[src/rtl/cory_sram_ro_arb.sv]
// Two-requester round-robin arbiter in front of an in-order SRAM read-only wrapper.
// Requests from A and B share one request channel (z). A Q-deep tag FIFO records
// which requester each read belongs to, so the in-order read data can be routed back.
// Ports:
//   clk, reset_n                 clock, asynchronous active-low reset
//   i_a_v/i_a_addr/o_a_r         requester A read request (valid/address/ready)
//   o_a_v/o_a_d/i_a_r            requester A read data (valid/data/ready)
//   i_b_* / o_b_*                requester B, same roles as A
//   o_z_v/o_z_addr/i_z_r         shared read request to the wrapper
//   i_z_v/i_z_d/o_z_r            shared in-order read data from the wrapper
module cory_sram_ro_arb #(
  parameter int unsigned A = 8,
  parameter int unsigned D = 8,
  parameter int unsigned Q = 4
) (
  input  logic         clk,
  input  logic         reset_n,
  input  logic         i_a_v,
  input  logic [A-1:0] i_a_addr,
  output logic         o_a_r,
  output logic         o_a_v,
  output logic [D-1:0] o_a_d,
  input  logic         i_a_r,
  input  logic         i_b_v,
  input  logic [A-1:0] i_b_addr,
  output logic         o_b_r,
  output logic         o_b_v,
  output logic [D-1:0] o_b_d,
  input  logic         i_b_r,
  output logic         o_z_v,
  output logic [A-1:0] o_z_addr,
  input  logic         i_z_r,
  input  logic         i_z_v,
  input  logic [D-1:0] i_z_d,
  output logic         o_z_r
);

  localparam int unsigned PW = (Q > 1) ? $clog2(Q) : 1;
  localparam int unsigned CW = $clog2(Q + 1);

  // Lock states pin the grant on a requester whose request is stalled.
  typedef enum logic [1:0] {ST_FREE, ST_LOCK_A, ST_LOCK_B} state_t;

  state_t        state, state_nxt;
  logic          last_b, last_b_nxt;
  logic [Q-1:0]  tag_mem;
  logic [PW-1:0] wr_ptr, rd_ptr;
  logic [CW-1:0] count;
  logic          full, empty, head_b;
  logic          gnt_v, gnt_b;
  logic          push, pop;

  assign full   = (count == CW'(Q));
  assign empty  = (count == '0);
  assign head_b = tag_mem[rd_ptr];

  // Grant selection, request channel outputs and lock next-state.
  always_comb begin
    state_nxt  = state;
    last_b_nxt = last_b;
    gnt_v      = 1'b0;
    gnt_b      = 1'b0;
    o_z_v      = 1'b0;
    o_z_addr   = '0;
    o_a_r      = 1'b0;
    o_b_r      = 1'b0;
    push       = 1'b0;

    unique case (state)
      ST_LOCK_A: begin
        gnt_v = 1'b1;
        gnt_b = 1'b0;
      end
      ST_LOCK_B: begin
        gnt_v = 1'b1;
        gnt_b = 1'b1;
      end
      default: begin
        if (i_a_v && i_b_v) begin
          gnt_v = 1'b1;
          gnt_b = ~last_b;
        end else if (i_a_v) begin
          gnt_v = 1'b1;
        end else if (i_b_v) begin
          gnt_v = 1'b1;
          gnt_b = 1'b1;
        end
      end
    endcase

    if (reset_n && gnt_v) begin
      o_z_v    = (gnt_b ? i_b_v : i_a_v) && !full;
      o_z_addr = gnt_b ? i_b_addr : i_a_addr;
      o_a_r    = !gnt_b && i_z_r && !full;
      o_b_r    = gnt_b && i_z_r && !full;
    end

    push = o_z_v && i_z_r;
    if (push) begin
      state_nxt  = ST_FREE;
      last_b_nxt = gnt_b;
    end else if (o_z_v && (!i_z_r || full)) begin
      state_nxt = gnt_b ? ST_LOCK_B : ST_LOCK_A;
    end
  end

  // Read data routing by the FIFO head tag; zero latency.
  always_comb begin
    o_a_d = i_z_d;
    o_b_d = i_z_d;
    o_a_v = reset_n && !empty && i_z_v && !head_b;
    o_b_v = reset_n && !empty && i_z_v && head_b;
    o_z_r = reset_n && !empty && (head_b ? i_b_r : i_a_r);
    pop   = i_z_v && o_z_r;
  end

  // Arbiter state; B is "last granted" out of reset so A wins the first tie.
  always_ff @(posedge clk or negedge reset_n) begin
    if (!reset_n) begin
      state  <= ST_FREE;
      last_b <= 1'b1;
    end else begin
      state  <= state_nxt;
      last_b <= last_b_nxt;
    end
  end

  // Outstanding-tag FIFO; pointers wrap naturally since Q is a power of 2.
  always_ff @(posedge clk or negedge reset_n) begin
    if (!reset_n) begin
      tag_mem <= '0;
      wr_ptr  <= '0;
      rd_ptr  <= '0;
      count   <= '0;
    end else begin
      if (push) begin
        tag_mem[wr_ptr] <= gnt_b;
        wr_ptr          <= wr_ptr + PW'(1);
      end
      if (pop) begin
        rd_ptr <= rd_ptr + PW'(1);
      end
      if (push && !pop) begin
        count <= count + CW'(1);
      end else if (!push && pop) begin
        count <= count - CW'(1);
      end
    end
  end

`ifdef SIM
  // Read data with no outstanding tag cannot be routed.
  always @(posedge clk) begin
    if (reset_n && i_z_v && empty) begin
      $display("ERROR: cory_sram_ro_arb read data returned with no outstanding tag");
      $finish;
    end
  end
`endif

endmodule
[config.mk]
export PLATFORM = sky130hd
export DESIGN_NAME = cory_sram_ro_arb
export DESIGN_NICKNAME = d
export VERILOG_FILES = /design/src/rtl/cory_sram_ro_arb.sv
export SDC_FILE = /design/constraint.sdc
export NUM_CORES = 1
export LEC_CHECK = 0
export CAP_MARGIN = 10
export CORE_UTILIZATION = 25
export CTS_CLUSTER_SIZE = 16
export DETAILED_ROUTE_END_ITERATION = 6
export MAX_ROUTING_LAYER = met4
export PLACE_DENSITY = 0.6
export REMOVE_ABC_BUFFERS = 1
export SLEW_MARGIN = 20
export SYNTH_ARGS = -nofsm -noshare
export SYNTH_HDL_FRONTEND = slang
export SYNTH_SLANG_ARGS = --single-unit
export TNS_END_PERCENT = 30
[constraint.sdc]
create_clock -name clk -period 4 [get_ports clk]
set_input_delay 0.6 -clock clk [delete_from_list [all_inputs] [get_ports clk]]
set_output_delay 0.6 -clock clk [all_outputs]
set_load 0.02 [all_outputs]
==> metrics.md, run 1 <==
| Metric | Value |
|---|---|
| Final Net Count | `191` |
| Max Root-Sink Buffers | `2` |
| Sw frac | `between 40% and 50%` |
| Clk pin slew, worst setup/hold paths | `about 0.06 ns` |
| H-Tree Depth | `1` |
| Setup bufs post-CTS | `0` |
| Skew-Pair Late Insertion Delay | `0.24 ns` |
| Full die area | `roughly 0.0048 mm^2` |
| Share of cells above drive strength 1 | `9.27%` |
| Ys async rst share | `100%` |
| Hold_buf cts | `0` |
| IO Pins | `62` |
| Pwr Density | `631 mW/mm^2` |
| Post-Synthesis Cells | `126` |
| Worst EP required | `3.40 ns` |
| Syn avg cell area | `9.06 um^2` |
| Peak VDD IR | `about 0.00012 V` |
| P_sw | `around 390 uW` |
| R2R depth | `11` |
| CP arrival | `around 2.6 ns` |
| Sequential fraction of the synthesis area | `slightly above 30%` |
| YS warnings | `0` |
| Largest net degree at the start of global routing | `17` |
| Finish-stage setup viols | `0` |
| MaxCap Viol Count | `0` |
| Worst-Margin Slew | `0.999 ns` |
| Routed Antenna Nets | `0` |
| Mapped cell area | `0.00114 mm^2` |
| First-pass GRT wire length | `4.10 mm` |
| Initial core utilization | `26.0%` |
| Rel. slew slack | `32.6%` |
| Count of pins over their slew limit | `0` |
| Stages on the worst setup path | `6` |
| Final core occ | `about a third` |
| Final Skew | `0.000636 ns` |
| Drt wl/cell | `11.8 um` |
| Overall routing resource usage | `10.8%` |
| Core Area | `0.00438 mm^2` |
| Worst hold path type | `reg -> reg` |
| Initial antenna violation count | `0` |
| Slowest stage delay, CP | `between 0.6 and 0.7 ns` |
| Reg-to-reg startpoint | `state[0]` |
| Post-DP HPWL | `1.87 mm` |
| Worst Path Buf+Inv | `2` |
| Status | `completed` |
| Initial DRC Count | `10` |
| Total clock sinks | `14` |
| Number of flops mapped to enable cells by yosys | `0` |
| Critical Path Source Type | `input port` |
| Flop-to-flop setup slack | `1.27 ns` |
| TritonCTS buffer count | `3` |
| Congestion Overflow GR | `0` |
| Min Tclk post-route | `3.23 ns` |
| LEAKAGE | `0.640 nW` |
| Endpoint type of the worst setup path | `primary output` |
| Post-CTS sizing | `0` |
| Crit share post-route | `~80%` |
| Final RePlAce weighted congestion | `0.816` |
| Setup TNS | `0 ns` |
| Total wire length | `between 2 and 2.5 mm` |
| FILL cells | `452` |
| Seq pwr share | `28.6%` |
| Top FF cell, synth | `dfrtp_1` |
| Max Fanout on Critical Path | `10` |
| Crit-path cells | `clkdlybuf4s50_1 > nand2_1 > a31oi_2 > nand2_1 > a21oi_1 > clkdlybuf4s50_1` |
| Row count | `24` |
| Setup CP Type | `in -> out` |
| Number of diodes | `0` |
| Residual DRC | `0` |
| Root Driver | `clkbuf_8` |
| Hold slack | `0.486 ns` |
| Int Power | `566 uW` |
| CTS tree | `done` |
| Area Overhead vs Synth | `32.8%` |
| Hold Fails Final Rpt | `0` |
| Clock power share | `between 10 and 15%` |
| R2R Path End | `count[2]` |
| Vias in the first global route | `between 900 and 1000` |
| CP max-delay cell | `clkdlybuf4s50_1` |
| Comb pwr share | `56.9%` |
| Worst Setup SP | `i_a_v` |
| RSZ-0062 raised after global routing | `false` |
| Vias | `919` |
| Netlist cell types | `35` |
| Seq cells post-synth | `14` |
| IO buf count | `37` |
| CP top delay family | `buffers and inverters` |
| CP Capture Point | `o_z_addr[1]` |
| TritonRoute pass-1 iters | `3` |
| Vias per cell | `4.53` |
| DIE WIDTH | `approximately 70 um` |
| F_max | `0.310 GHz` |
| Die height | `69.6 um` |
[stage by stage]
step | setup slack (ns) | std cells | power [mW] | instance area (um^2)
2_1_floorplan | 1.50 | 109 | 0.647 | 1020
3_3_place_gp | 0.808 | 199 | 0.824 | 1460
3_5_place_dp | 0.770 | 199 | 0.825 | 1460
4_1_cts | 0.755 | 203 | 0.970 | 1520
5_1_grt | 0.589 | 203 | 1.04 | 1520
6_report | 0.773 | 203 | 0.957 | 1520
[synthesized netlist by cell type, drive strengths merged (2+ instances only)]
library cell / count / area (um^2)
xnor2: 2 / 17.5
xor2: 3 / 26.3
mux2: 6 / 71.3
ha: 6 / 75.1
dfrtp: 13 / 325
nor3: 4 / 20.0
o21ai: 3 / 15.0
mux2i: 6 / 60.1
nor3b: 2 / 26.3
a21oi: 8 / 40.0
inv: 7 / 26.3
o31ai: 2 / 15.0
nand2: 23 / 86.3
buf: 16 / 120
nor2: 7 / 26.3
or3b: 3 / 28.8
[layout make-up]
cell class,instances,area (um^2),share of cell area [%]
clock buffer,4,55.1,3.63
inverter,7,26.3,1.73
multi-input combinational,88,639,42.2
sequential,14,352,23.2
tap,52,65.1,4.29
timing repair buffer,38,378,24.9
[power groups by stage]
stage / combinational, mW / sequential [mW] / clock [mW]
detailed placement: 0.548 / 0.277 / 0
global placement: 0.548 / 0.276 / 0
global route: 0.607 / 0.286 / 0.147
floorplan: 0.384 / 0.263 / 0
finish: 0.545 / 0.274 / 0.138
CTS: 0.553 / 0.274 / 0.143
[cells in the final DEF, fill, tap and decap left out, types with 2 or more instances in the layout]
| cell | Yosys | final |
|---|---|---|
| a21oi_1 | 8 | 8 |
| nor3_1 | 4 | 4 |
| ha_1 | 6 | 6 |
| clkbuf_8 | 0 | 4 |
| mux2_1 | 4 | 4 |
| clkdlybuf4s50_1 | 0 | 37 |
| mux2i_1 | 6 | 6 |
| xnor2_1 | 2 | 2 |
| inv_1 | 7 | 7 |
| dfrtp_1 | 13 | 13 |
| xor2_1 | 3 | 3 |
| o31ai_1 | 2 | 2 |
| nor2_1 | 7 | 7 |
| o21ai_0 | 3 | 3 |
| or3b_1 | 2 | 2 |
| nand2_1 | 23 | 23 |
[cell families (layout without fill, tap and decap cells)]
group,after synthesis,in the layout,synth area share (%)
xor gates and xnor gates,5,5,3.84
buffers and inverters,24,49,13.2
AOI/OAI and AO/OA,19,19,11.1
and+or+nand+nor,45,45,21.3
DFF,14,14,30.8
adders and majority gates,7,7,8.33
muxes,12,12,11.5
[worst register-to-register path: cells and delay by family, from the launching register on]
kind	cells	cell delay (ns)
fa+ha+maj	3	0.97
flops	1	0.35
simple gates	4	0.90
xor+xnor	2	0.32
buf+inv	2	0.11
[sequential cells by signal (all words and copies together), names as in the netlist]
register and flops:
count 3, last_b 1, rd_ptr 2, state 2
tag_mem 4, wr_ptr 2
[routing by layer]
metal | GRT usage, % | part of all wire, % | up-vias
met5 | - | 0 | -
met1 | 12.0 | 45 | 420
li1 | - | - | 465
met3 | 4.65 | 5.8 | 4
met2 | 16.5 | 47 | 30
met4 | 5.44 | 2.1 | 0
[worst min path at each step]
| stage | cells after the start | slack [ns] | end | from |
|---|---|---|---|---|
| 5_1_grt | 1 | 0.51 | tag_mem[2] | tag_mem[2] |
| 3_3_place_gp | 1 | 0.47 | tag_mem[2] | tag_mem[2] |
| 2_1_floorplan | 0 | 0.30 | count[0] | reset_n |
| 3_5_place_dp | 1 | 0.48 | tag_mem[0] | tag_mem[0] |
| 6_report | 2 | 0.49 | last_b | last_b |
| 4_1_cts | 1 | 0.49 | tag_mem[0] | tag_mem[0] |
No activity file was read; power rests on OpenSTA's default activity.
==> run 2: changes to the inputs <==
==> constraint.sdc (replaced) <==
create_clock -name clk -period 3.3 [get_ports clk]
set_input_delay 0.495 -clock clk [delete_from_list [all_inputs] [get_ports clk]]
set_output_delay 0.495 -clock clk [all_outputs]
set_load 0.02 [all_outputs]
==> metrics.md, run 2 (same netlist as run 1, synthesis figures left out) <==
| Metric | Value |
|---|---|
| Flop-to-flop setup slack | `0.56 ns (was 1.27 ns)` |
| WHS Endpoint | `tag_mem[0] (was last_b)` |
| RSZ-0062 raised after global routing | `false (unchanged)` |
| Total clock sinks | `14 (unchanged)` |
| Worst Path Buf+Inv | `1 (was 2)` |
| WHS Path Cells | `1 (was 2)` |
| Worst Hold Launch | `tag_mem[0] (was last_b)` |
| Crit share post-route | `91.8%` |
| Vias | `949 (was 919)` |
| Pwr Density | `774 mW/mm^2 (was 631 mW/mm^2)` |
| Full die area | `0.00484 mm^2 (unchanged)` |
| Initial core utilization | `26.0% (unchanged)` |
| H-Tree Depth | `1 (unchanged)` |
| Clk pin slew, worst setup/hold paths | `0.06 ns (about the same)` |
| Core Area | `0.00438 mm^2 (unchanged)` |
| Share of cells above drive strength 1 | `9.27% (unchanged)` |
| Number of flip-flops in the largest register | `4 (unchanged)` |
| Worst hold path type | `reg -> reg (unchanged)` |
| CP arrival | `2.54 ns (was 2.63 ns)` |
| Vias per cell | `4.67 (was 4.53)` |
| LEAKAGE | `0.640 nW (unchanged)` |
| Die height | `69.6 um (unchanged)` |
| Most frequent cells in the layout | `37 x clkdlybuf4s50_1, 23 x nand2_1, 13 x dfrtp_1, 8 x a21oi_1 (unchanged)` |
| Final RePlAce weighted congestion | `0.792 (was 0.816)` |
| Hold Fails Final Rpt | `0 (unchanged)` |
| TritonCTS buffer count | `3 (unchanged)` |
| Setup CP Type | `reg -> out (was in -> out)` |
| Skew-Pair Late Insertion Delay | `0.25 ns (was 0.24 ns)` |
| Largest Register | `tag_mem (unchanged)` |
| Post-CTS sizing | `0 (unchanged)` |
| FILL cells | `452 (unchanged)` |
| Slowest stage delay, CP | `0.63 ns (was 0.62 ns)` |
| Worst-Margin Slew | `0.939 ns (was 0.999 ns)` |
| First-pass GRT wire length | `4.33 mm (was 4.10 mm)` |
| Count of pins over their slew limit | `0 (unchanged)` |
| Hold slack | `0.493 ns (was 0.486 ns)` |
| Hold_buf cts | `0 (unchanged)` |
| Area Overhead vs Synth | `32.8% (unchanged)` |
| Residual DRC | `0 (unchanged)` |
| IO Pins | `62 (unchanged)` |
| R2R depth | `11 (unchanged)` |
| Congestion Overflow GR | `0 (unchanged)` |
| R2R Path End | `count[2] (unchanged)` |
| Root Driver | `clkbuf_8 (unchanged)` |
| Final Skew | `0.00657 ns (was 0.000636 ns)` |
| Final core occ | `34.6% (unchanged)` |
| Min Tclk post-route | `3.03 ns` |
| CP top delay family | `buffers and inverters (unchanged)` |
| Drt wl/cell | `12.6 um (was 11.8 um)` |
| Total wire length | `2.55 mm (was 2.39 mm)` |
| IO buf count | `37 (unchanged)` |
| CP max-delay cell | `clkdlybuf4s50_1 (unchanged)` |
| Vias in the first global route | `955 (was 938)` |
| Critical Path Source Type | `flop (was input port)` |
| Status | `completed (unchanged)` |
| DIE WIDTH | `69.6 um (unchanged)` |
| Number of diodes | `0 (unchanged)` |
| Endpoint type of the worst setup path | `primary output (unchanged)` |
| Crit-path cells | `ha_1 > and2b_1 > a31oi_2 > nand2_1 > a21oi_1 > clkdlybuf4s50_1 (was clkdlybuf4s50_1 > nand2_1 > a31oi_2 > nand2_1 > a21oi_1 > clkdlybuf4s50_1)` |
| Overall routing resource usage | `11.5% (was 10.8%)` |
| CTS tree | `done (unchanged)` |
| Initial DRC Count | `15 (was 10)` |
| Stages on the worst setup path | `6 (unchanged)` |
| Final Net Count | `191 (unchanged)` |
| Worst EP required | `2.80 ns (was 3.40 ns)` |
| MaxCap Viol Count | `0 (unchanged)` |
| Reg-to-reg startpoint | `state[0] (unchanged)` |
| Max Root-Sink Buffers | `2 (unchanged)` |
| Setup TNS | `0 ns (unchanged)` |
| Routed Antenna Nets | `0 (unchanged)` |
| Rel. slew slack | `36.6% (was 32.6%)` |
| Max Fanout on Critical Path | `10 (unchanged)` |
| Regs by FF count | `tag_mem x4, count x3 (unchanged)` |
| Commonest non-fill, non-tap cell in the layout | `clkdlybuf4s50_1 (unchanged)` |
| Initial antenna violation count | `0 (unchanged)` |
| TritonRoute pass-1 iters | `4 (was 3)` |
| Largest net degree at the start of global routing | `17 (unchanged)` |
| F_max | `0.330 GHz` |
| Row count | `24 (unchanged)` |
| Setup bufs post-CTS | `0 (unchanged)` |
| Post-DP HPWL | `1.90 mm (was 1.87 mm)` |
| Peak VDD IR | `0.000171 V (was 0.000123 V)` |
| Finish-stage setup viols | `0 (unchanged)` |
==> run 2: cell counts in the layout (fill, tap and decap cells not counted) <==
Identical to the previous run, type by type.
==> run 2: metrics by stage <==
stage / setup WS (ns) / power, mW / cell area, um^2 / instances
final: 0.270 / 1.17 / 1520 / 203
after global routing: 0.0252 / 1.28 / 1520 / 203
after CTS: 0.238 / 1.19 / 1520 / 203
after detailed placement: 0.256 / 1.01 / 1460 / 199
after global placement: 0.253 / 1.00 / 1460 / 199
after floorplan: 0.801 / 0.784 / 1020 / 109
==> run 2: worst register-to-register path, cell delays in order, from the launching register on <==
cell	delay [ns]
dfrtp_1	0.34
inv_1	0.05
ha_1	0.35
or3b_4	0.28
nand4_4	0.16
nor3b_4	0.35
ha_1	0.25
inv_1	0.06
fa_1	0.37
xor2_1	0.17
nor2_1	0.12
xor2_1	0.16
==> run 2: worst max-delay path by stage <==
| stage | startpoint | end | slack, ns |
|---|---|---|---|
| 2_1_floorplan | state[0] | count[2] | 0.80 |
| 3_3_place_gp | i_a_v | o_z_addr[7] | 0.25 |
| 3_5_place_dp | i_a_v | o_z_addr[7] | 0.26 |
| 4_1_cts | state[1] | o_z_addr[7] | 0.24 |
| 5_1_grt | state[0] | o_z_addr[3] | 0.03 |
| 6_report | state[1] | o_z_addr[7] | 0.27 |
==> run 2: report_power, final <==
| part | internal [mW] | switching [mW] | leakage, nW | total [mW] |
|---|---|---|---|---|
| logic | 0.320 | 0.346 | 0.440 | 0.667 |
| registers | 0.261 | 0.0745 | 0.171 | 0.335 |
| clock network | 0.106 | 0.0647 | 0.0288 | 0.171 |
==> run 2: routing by layer <==
layer	track usage (%)	wire, um	vias to the layer above
li1	-	-	469
met1	12.9	1130	439
met2	17.8	1210	37
met3	4.22	156	4
met4	6.12	53	0
met5	-	0	-
==> run 2: final cells by class <==
cell class | instances | area [um^2] | area share [%]
Multi-Input combinational cell | 88 | 639 | 42.2
Timing Repair Buffer | 38 | 378 | 24.9
Sequential cell | 14 | 352 | 23.2
Tap cell | 52 | 65.1 | 4.29
Clock buffer | 4 | 55.1 | 3.63
Inverter | 7 | 26.3 | 1.73
==> run 3: changes to the inputs <==
--- a/config.mk
+++ b/config.mk
@@ -6,11 +6,11 @@
 export NUM_CORES = 1
 export LEC_CHECK = 0
 export CAP_MARGIN = 10
-export CORE_UTILIZATION = 25
+export CORE_UTILIZATION = 39
 export CTS_CLUSTER_SIZE = 16
 export DETAILED_ROUTE_END_ITERATION = 6
 export MAX_ROUTING_LAYER = met4
-export PLACE_DENSITY = 0.6
+export PLACE_DENSITY = 0.84
 export REMOVE_ABC_BUFFERS = 1
 export SLEW_MARGIN = 20
 export SYNTH_ARGS = -nofsm -noshare
==> metrics.md, run 3 (same netlist as run 1, synthesis figures left out) <==
| Metric | Value |
|---|---|
| Status | `completed (unchanged)` |
| F_max | `0.326 GHz (was 0.330 GHz)` |
| Post-DP HPWL | `2.08 mm (was 1.90 mm)` |
| Share of cells above drive strength 1 | `10.5% (was 9.27%)` |
| RSZ-0062 raised after global routing | `false (unchanged)` |
| Overall routing resource usage | `18.3% (was 11.5%)` |
| H-Tree Depth | `1 (unchanged)` |
| Drt wl/cell | `14.0 um (was 12.6 um)` |
| First-pass GRT wire length | `4.48 mm (was 4.33 mm)` |
| Hold_buf cts | `0 (unchanged)` |
| Row count | `19 (was 24)` |
| Setup TNS | `0 ns (unchanged)` |
| Regs by FF count | `tag_mem x4, count x3 (unchanged)` |
| Worst hold path type | `reg -> reg (unchanged)` |
| FILL cells | `250 (was 452)` |
| Post-CTS sizing | `0 (unchanged)` |
| Crit-path cells | `inv_1 > ha_1 > and2b_1 > a31o_2 > nand2_1 > a21oi_1 > clkdlybuf4s50_1 (was ha_1 > and2b_1 > a31oi_2 > nand2_1 > a21oi_1 > clkdlybuf4s50_1)` |
| CTS tree | `done (unchanged)` |
| Congestion Overflow GR | `0 (unchanged)` |
| Area Overhead vs Synth | `30.9% (was 32.8%)` |
| Pwr Density | `774 mW/mm^2 (about the same)` |
| TritonCTS buffer count | `3 (unchanged)` |
| Final Net Count | `193 (was 191)` |
| Min Tclk post-route | `3.07 ns (was 3.03 ns)` |
| Total wire length | `2.57 mm (was 2.55 mm)` |
| Core Area | `0.00276 mm^2 (was 0.00438 mm^2)` |
| Initial DRC Count | `35 (was 15)` |
| Commonest non-fill, non-tap cell in the layout | `clkdlybuf4s50_1 (unchanged)` |
| Setup bufs post-CTS | `0 (unchanged)` |
| Vias per cell | `5.23 (was 4.67)` |
| Count of pins over their slew limit | `0 (unchanged)` |
| Endpoint type of the worst setup path | `primary output (unchanged)` |
| Worst EP required | `2.80 ns (about the same)` |
| Number of flip-flops in the largest register | `4 (unchanged)` |
| Root Driver | `clkbuf_4 (was clkbuf_8)` |
| Peak VDD IR | `0.000630 V (was 0.000171 V)` |
| Setup CP Type | `reg -> out (unchanged)` |
| Final Skew | `0.00152 ns (was 0.00657 ns)` |
| LEAKAGE | `0.643 nW (was 0.640 nW)` |
| Residual DRC | `0 (unchanged)` |
| Rel. slew slack | `70.9% (was 36.6%)` |
| Largest net degree at the start of global routing | `17 (unchanged)` |
| CP arrival | `2.57 ns (was 2.54 ns)` |
| Total power | `1.16 mW (was 1.17 mW)` |
| Initial core utilization | `41.4% (was 26.0%)` |
| Worst-Margin Slew | `0.434 ns (was 0.939 ns)` |
| Total clock sinks | `14 (unchanged)` |
| Die height | `56.1 um (was 69.6 um)` |
| Largest Register | `tag_mem (unchanged)` |
| IO Pins | `62 (unchanged)` |
| Final RePlAce weighted congestion | `0.778 (was 0.792)` |
| Crit share post-route | `92.9% (was 91.8%)` |
| Max Fanout on Critical Path | `16 (was 10)` |
| Number of diodes | `0 (unchanged)` |
| MaxCap Viol Count | `0 (unchanged)` |
| Vias in the first global route | `995 (was 955)` |
| Vias | `963 (was 949)` |
| Placed insts | `180 (was 199)` |
| Initial antenna violation count | `0 (unchanged)` |
| TritonRoute pass-1 iters | `4 (unchanged)` |
| Slowest stage delay, CP | `0.63 ns (about the same)` |
| Clk pin slew, worst setup/hold paths | `0.09 ns (was 0.06 ns)` |
| Hold Fails Final Rpt | `0 (unchanged)` |
| Full die area | `0.00315 mm^2 (was 0.00484 mm^2)` |
| IO buf count | `37 (unchanged)` |
| Most frequent cells in the layout | `37 x clkdlybuf4s50_1, 23 x nand2_1, 13 x dfrtp_1, 8 x a21oi_1 (unchanged)` |
| Max Root-Sink Buffers | `2 (unchanged)` |
| DIE WIDTH | `56.1 um (was 69.6 um)` |
| Skew-Pair Late Insertion Delay | `0.29 ns (was 0.25 ns)` |
| Critical Path Source Type | `flop (unchanged)` |
| Routed Antenna Nets | `0 (unchanged)` |
| Final non-filler cell total | `184 (was 203)` |
| CP max-delay cell | `clkdlybuf4s50_1 (unchanged)` |
| Finish-stage setup viols | `0 (unchanged)` |
## run 3: path summary, 6_finish.rpt
check	startpoint	to	slack [ns]	cells after the start
worst max-delay path	state[0]	o_z_addr[0]	0.23	7
worst min-delay path	tag_mem[0]	tag_mem[0]	0.49	1
worst max register to register	state[0]	count[2]	0.53	11
worst min register to register	tag_mem[0]	tag_mem[0]	0.49	1
max in group asynchronous	reset_n	wr_ptr[1]	2.45	2
min in group asynchronous	reset_n	last_b	0.69	1
## run 3: final cells by class
cell class,instances,area [um^2],share of cell area (%)
multi-input cells,88,648,43.4
repair buffers,40,393,26.3
clock buffers,4,36.3,2.43
inverters,7,26.3,1.76
well taps,31,38.8,2.60
flip-flops and latches,14,352,23.5
## run 3: worst max-delay path: cells and delay by family (launching register included)
| family | cells | cell delay [ns] |
|---|---|---|
| AO/OA/AOI/OAI | 2 | 0.49 |
| AND/OR/NAND/NOR | 2 | 0.38 |
| adder cells (fa/ha/maj) | 1 | 0.37 |
| flip-flops | 1 | 0.37 |
| buffers and inverters | 2 | 0.68 |
## run 3: per-stage QoR
stage / util (%) / cell area (um^2) / setup slack (ns) / hold slack (ns)
global route: 54.2 / 1490 / 0.0259 / 0.525
detailed placement: 52.5 / 1450 / 0.250 / 0.474
CTS: 53.9 / 1490 / 0.152 / 0.494
finish: 54.2 / 1490 / 0.234 / 0.490
floorplan: - / 1020 / 0.801 / 0.199
global placement: 52.5 / 1450 / 0.368 / 0.472
## run 3: layer usage
| layer | up-vias | routed length [um] | global-route usage (%) |
|---|---|---|---|
| met1 | 439 | 1090 | 20.1 |
| met2 | 55 | 1220 | 30.1 |
| li1 | 469 | - | - |
| met3 | 0 | 260 | 8.60 |
| met4 | 0 | 0 | 4.18 |
| met5 | - | 0 | - |
## run 3: where the power goes
part | total (mW) | switching, mW | leakage (nW) | internal [mW]
Sequential | 0.336 | 0.0757 | 0.171 | 0.260
Combinational | 0.692 | 0.361 | 0.450 | 0.331
Clock | 0.129 | 0.0621 | 0.0210 | 0.0672
Total | 1.16 | 0.498 | 0.643 | 0.658
